--- src/rtl/qmfir_run_ctrl.sv ---
// qmfir_run_ctrl
// Run sequencer for the QM FIR datapath. It streams a programmed number of
// input BRAM words into the filter and applies pending frequency changes
// only between runs. Filter outputs go to the output BRAMs through a
// wrapping write pointer. Busy/done/timeout status and live counts are
// reported to the register block.

module qmfir_run_ctrl #(
  parameter int IN_AW     = 12,
  parameter int OUT_AW    = 7,
  parameter int DRAIN_MAX = 64,
  parameter int DEC_SHIFT = 0
) (
  input  logic              clk,
  input  logic              arst,
  input  logic              start,
  input  logic              abort,
  input  logic [IN_AW-1:0]  nsamp,
  input  logic              freq_req,
  input  logic [6:0]        freq_in,
  input  logic              fir_data_valid,
  output logic [IN_AW-1:0]  rd_addr,
  output logic              fir_in_valid,
  output logic              fir_new_freq,
  output logic [6:0]        fir_freq,
  output logic [OUT_AW-1:0] wr_addr,
  output logic              wr_en,
  output logic              busy,
  output logic              done,
  output logic              timeout,
  output logic [IN_AW-1:0]  in_cnt,
  output logic [IN_AW-1:0]  out_cnt
);

  localparam int DCW = (DRAIN_MAX > 1) ? $clog2(DRAIN_MAX) : 1;

  typedef enum logic [2:0] {
    S_IDLE,
    S_CFG,
    S_PRIME,
    S_FEED,
    S_DRAIN,
    S_DONE
  } state_t;

  state_t           state;
  logic             run_flag;
  logic [IN_AW-1:0] nsamp_lat;
  logic             freq_pend;
  logic [6:0]       freq_code;
  logic [DCW-1:0]   drain_cnt;

  logic [IN_AW-1:0] out_cnt_nxt;
  logic [IN_AW-1:0] target;
  logic [IN_AW-1:0] in_cnt_inc;
  logic             run_complete;
  logic             freq_any;
  logic [6:0]       freq_code_nxt;

  // The write strobe is combinational so that it lines up with DataValid.
  assign wr_en = fir_data_valid && ((state == S_FEED) || (state == S_DRAIN));

  assign target        = nsamp_lat >> DEC_SHIFT;
  assign in_cnt_inc    = in_cnt + 1'b1;
  assign run_complete  = (out_cnt_nxt >= target);
  assign freq_any      = freq_pend | freq_req;
  assign freq_code_nxt = freq_req ? freq_in : freq_code;

  // Output count after any write in this cycle. It saturates at all-ones.
  always_comb begin
    out_cnt_nxt = out_cnt;
    if (wr_en && (out_cnt != '1)) begin
      out_cnt_nxt = out_cnt + 1'b1;
    end
  end

  // Sequencer with registered outputs, the frequency latch and the output pointer.
  always_ff @(posedge clk or posedge arst) begin
    if (arst) begin
      state        <= S_IDLE;
      run_flag     <= 1'b0;
      nsamp_lat    <= '0;
      freq_pend    <= 1'b0;
      freq_code    <= '0;
      drain_cnt    <= '0;
      rd_addr      <= '0;
      fir_in_valid <= 1'b0;
      fir_new_freq <= 1'b0;
      fir_freq     <= '0;
      wr_addr      <= '0;
      busy         <= 1'b0;
      done         <= 1'b0;
      timeout      <= 1'b0;
      in_cnt       <= '0;
      out_cnt      <= '0;
    end else begin
      fir_new_freq <= 1'b0;

      if (freq_req) begin
        freq_code <= freq_in;
        freq_pend <= 1'b1;
      end

      if (wr_en) begin
        wr_addr <= wr_addr + 1'b1;
        out_cnt <= out_cnt_nxt;
      end

      if (abort) begin
        state        <= S_IDLE;
        fir_in_valid <= 1'b0;
        busy         <= 1'b0;
        run_flag     <= 1'b0;
      end else begin
        case (state)
          S_IDLE: begin
            if (start) begin
              done      <= 1'b0;
              timeout   <= 1'b0;
              in_cnt    <= '0;
              out_cnt   <= '0;
              wr_addr   <= '0;
              rd_addr   <= '0;
              nsamp_lat <= nsamp;
              if (nsamp == '0) begin
                state <= S_DONE;
              end else if (freq_any) begin
                state        <= S_CFG;
                run_flag     <= 1'b1;
                busy         <= 1'b1;
                fir_new_freq <= 1'b1;
                fir_freq     <= freq_code_nxt;
                freq_pend    <= 1'b0;
              end else begin
                state <= S_PRIME;
                busy  <= 1'b1;
              end
            end else if (freq_any) begin
              state        <= S_CFG;
              run_flag     <= 1'b0;
              fir_new_freq <= 1'b1;
              fir_freq     <= freq_code_nxt;
              freq_pend    <= 1'b0;
            end
          end

          S_CFG: begin
            run_flag <= 1'b0;
            if (run_flag) begin
              state   <= S_PRIME;
              rd_addr <= '0;
            end else begin
              state <= S_IDLE;
            end
          end

          S_PRIME: begin
            state        <= S_FEED;
            fir_in_valid <= 1'b1;
            rd_addr      <= IN_AW'(1);
          end

          S_FEED: begin
            in_cnt <= in_cnt_inc;
            if (in_cnt_inc == nsamp_lat) begin
              fir_in_valid <= 1'b0;
              drain_cnt    <= '0;
              if (run_complete) begin
                state <= S_DONE;
                busy  <= 1'b0;
              end else begin
                state <= S_DRAIN;
              end
            end else begin
              rd_addr <= in_cnt + IN_AW'(2);
            end
          end

          S_DRAIN: begin
            if (run_complete) begin
              state <= S_DONE;
              busy  <= 1'b0;
            end else if (drain_cnt == DCW'(DRAIN_MAX - 1)) begin
              state   <= S_DONE;
              busy    <= 1'b0;
              timeout <= 1'b1;
            end else begin
              drain_cnt <= drain_cnt + 1'b1;
            end
          end

          S_DONE: begin
            done  <= 1'b1;
            busy  <= 1'b0;
            state <= S_IDLE;
          end

          default: begin
            state <= S_IDLE;
          end
        endcase
      end
    end
  end

endmodule

--- config.mk ---
export PLATFORM = sky130hd
export DESIGN_NAME = qmfir_run_ctrl
export DESIGN_NICKNAME = d
export VERILOG_FILES = /design/src/rtl/qmfir_run_ctrl.sv
export SDC_FILE = /design/constraint.sdc
export NUM_CORES = 1
export LEC_CHECK = 0
export BUFFER_PORTS_ARGS = -buffer_cell sky130_fd_sc_hd__buf_2
export CAP_MARGIN = 15
export CORE_ASPECT_RATIO = 2
export CORE_MARGIN = 2
export CORE_UTILIZATION = 60
export DETAILED_ROUTE_END_ITERATION = 16
export PLACE_DENSITY = 0.86
export REMOVE_ABC_BUFFERS = 1
export SYNTH_ARGS = -nofsm -noshare
export SYNTH_HDL_FRONTEND = slang
export SYNTH_SLANG_ARGS = --single-unit
--- constraint.sdc ---
create_clock -name clk -period 5 [get_ports clk]
set_input_delay 1.25 -clock clk [delete_from_list [all_inputs] [get_ports clk]]
set_output_delay 1.25 -clock clk [all_outputs]
set_load 0.1 [all_outputs]
==> results.py <==
metrics = {
    "worst_setup_path": {
        "worstSetupEndpointType": "flip-flop",
        "cp_max_fo": 12,
        "critical_path_arrival_ps": 4460,
        "critPathKind": "flip-flop to flip-flop",
        "crit_top_cell": "a41oi_1",
        "worstSetupStartpointType": "flip-flop",
        "slowest_stage": "a211oi_1",
        "path_cells": "nor3b_2, o21a_1, o21ai_0, xor2_1, ha_1, nand2b_1, a2111oi_0, o31ai_1, a211oi_1, a41oi_1, a41oi_1",
        "r2r-start": "state[0]$_DFFE_PP0P_",
        "startpoint": "state[0]$_DFFE_PP0P_",
        "cp_slowest_stage_delay_ps": 690,
        "required_ps": 5260,
    },
    "global_routing": {
        "grt_pass1_wl_um": 19600,
        "gr-total-overflow": 0,
        "grt_max_degree": 45,
        "antenna_found_initial": 0,
        "track_usage_pct": 29.2,
        "grt_pass1_vias": 4141,
    },
    "run": {
        "cap_violations": 0,
    },
    "synthesis": {
        "synth-seq-area-share_pct": 43.4,
        "ys_ff_latch": 85,
        "async_reset_ff_share_pct": 100,
        "synth.distinct_cells": 74,
        "ys_warn_count": 0,
        "yosys_most_used_dff": "dfrtp_1",
        "synth_edf_count": 0,
        "synth_area_mm2": 0.00490,
        "syn_avg_cell_area_um2": 9.90,
        "synthCells": 495,
    },
    "sta": {
        "setup-violations-final": 0,
        "max_freq_mhz": 238,
        "drv_slew": 0,
        "maxSlewHeadroom_pct": 46.6,
        "hold_viol_final": 0,
        "rsz0062_at_grt": "no",
        "min_period_ps": 4200,
        "tightest_slew_ps": 798,
        "tns_ps": 0,
        "fin_crit_sh_pct": 83.9,
        "skew_ps": 7.54,
    },
    "pwr": {
        "p_per_area_mw_per_mm2": 448,
        "p_leak_nw": 2.66,
        "ir_drop_mv": 0.478,
        "p_total_w": 0.00251,
    },
    "layout": {
        "final_cell_mix": "dfrtp_1 (85), buf_2 (80), nand2_1 (45)",
        "drive_above_1_share_pct": 25.9,
        "fillers": 620,
        "multiInputGateArea_mm2": 0.00248,
        "register_area_mm2": 0.00213,
        "n_antenna_cell": 0,
        "nNetsFinal": 608,
        "layout_commonest_cell": "dfrtp_1",
        "area.growth.synth_to_final_pct": 14.5,
    },
    "die": {
        "start_util_pct": 61.7,
        "die_w_um": 67.9,
        "dieArea_mm2": 0.00895,
        "die_h_um": 132,
        "core-area_mm2": 0.00794,
        "io_pins": 81,
        "num_rows": 46,
    },
    "min_path": {
        "hold_start": "freq_code[5]$_DFF_PP0_",
        "holdCritPathClass": "flip-flop to flip-flop",
    },
    "route": {
        "drt-wirelength-per-cell_um": 18.4,
        "vias_per_cell": 6.09,
        "vias": 4063,
        "drtPass1Iterations": 5,
        "ant_nets": 0,
        "drt_iter0_drc": 310,
        "totalWireLength_um": 12300,
        "drc": 0,
    },
    "clock_network": {
        "cts_root_buf": "clkbuf_16",
        "clk_pin_slew_ps": 60,
        "htree_levels": 3,
        "cts_buffers": 9,
        "cts_setup_buffers": 0,
        "cts_buffer_depth": 2,
        "cts_resized": 0,
        "tritoncts": "built",
        "clock-sinks": 85,
        "ctsHoldBuffers": 0,
        "insertion_delay_ps": 350,
    },
    "placement": {
        "place_congestion": 0.954,
        "hpwlAfterDp_um": 8950,
        "portBuffers": 80,
    },
    "outcome": {
        "status": "completed",
    },
}
-- synthesized netlist by cell type, types with 3 or more instances --
library cell | n | area (um2)
dfrtp_1 | 85 | 2130
nand2_1 | 45 | 169
o21ai_0 | 35 | 175
nor2_1 | 34 | 128
inv_1 | 33 | 124
xnor2_1 | 22 | 193
a21oi_1 | 21 | 105
ha_1 | 17 | 213
xor2_1 | 17 | 149
mux2_2 | 15 | 169
nand3_1 | 15 | 75.1
and2_1 | 13 | 81.3
o22ai_2 | 10 | 125
nand4_1 | 9 | 56.3
clkbuf_1 | 8 | 30.0
and3_1 | 7 | 43.8
buf_6 | 7 | 78.8
nor3_1 | 7 | 35.0
buf_4 | 6 | 45.0
o31ai_1 | 6 | 45.0
a31oi_1 | 4 | 25.0
o21a_1 | 4 | 30.0
a221oi_1 | 3 | 26.3
a41oi_1 | 3 | 26.3
buf_2 | 3 | 15.0
nand2b_1 | 3 | 18.8
nand3b_1 | 3 | 22.5
nor4_1 | 3 | 18.8
or3_1 | 3 | 18.8
-- area by class of cell --
type / instances / area share, %
multi-input combinational: 352 / 44.1
sequential: 85 / 37.9
clock inverter: 3 / 1.20
clock buffer: 13 / 4.64
tap: 96 / 2.14
timing repair buffer: 84 / 7.67
inverter: 34 / 2.30
-- registers in the layout (all words and copies together) (netlist names), 3 cells and up --
name and count:
freq_code 7, drain_cnt 6, nsamp_lat 12, state 3, out_cnt 12, wr_addr 7
fir_freq 7, in_cnt 12, rd_addr 12
-- per-stage QoR --
step	cells	hold slack, ps	setup slack [ps]	util [%]	area [um2]
finish	667	498	804	70.6	5610
floorplan	471	466	386	-	4730
global route	667	521	553	70.6	5610
CTS	667	498	933	70.6	5610
global placement	651	480	731	66.5	5280
detailed placement	651	486	667	66.5	5280
-- routing by layer --
layer  wire [um]  GRT usage [%]  vias to the layer above  part of all wire [%]
li1            -              -                     1890                     -
met1        4210           30.5                     1949                    34
met2        6720           51.5                      178                    55
met3         677           5.89                       46                   5.5
met4         653           16.8                        0                   5.3
met5           0              0                        -                     0
-- report_power, final --
part / switching (W) / total [W] / internal [W]
Sequential: 0.000106 / 0.000904 / 0.000798
Combinational: 0.000645 / 0.000877 / 0.000232
Clock: 0.000269 / 0.000734 / 0.000465
Total: 0.00102 / 0.00251 / 0.00150
-- cells by family (layout without fill, tap and decap cells) --
| kind of cell | Yosys count | in the layout | share of synthesized area [%] |
|---|---|---|---|
| AO/OA/AOI/OAI | 116 | 116 | 17.2 |
| XOR/XNOR | 40 | 40 | 7.30 |
| adder cells (fa/ha/maj) | 17 | 17 | 4.34 |
| AND/OR/NAND/NOR | 163 | 163 | 18.0 |
| multiplexers | 16 | 16 | 3.65 |
| flip-flops | 85 | 85 | 43.4 |
| buffers and inverters | 58 | 134 | 6.05 |
-- critical path: cells and delay by family, from the launching register on --
kind,cells,cell delay [ps]
AO/OA/AOI/OAI,7,2430
AND/OR/NAND/NOR,2,600
flip-flops,1,520
adder cells (fa/ha/maj),1,310
XOR/XNOR,1,240
-- path summary, 6_finish.rpt --
| kind | cells past startpoint | slack (ps) | end |
|---|---|---|---|
| min in group asynchronous | 2 | 1020 | out_cnt[3]$_DFF_PP0_ |
| hold reg to reg | 1 | 500 | freq_code[5]$_DFF_PP0_ |
| hold / removal | 1 | 500 | freq_code[5]$_DFF_PP0_ |
| setup reg to reg | 11 | 800 | drain_cnt[5]$_DFFE_PP0P_ |
| setup / recovery | 11 | 800 | drain_cnt[5]$_DFFE_PP0P_ |
| max in group asynchronous | 3 | 2980 | wr_addr[3]$_DFF_PP0_ |
Note: power is estimated with default switching activity, not from simulation.
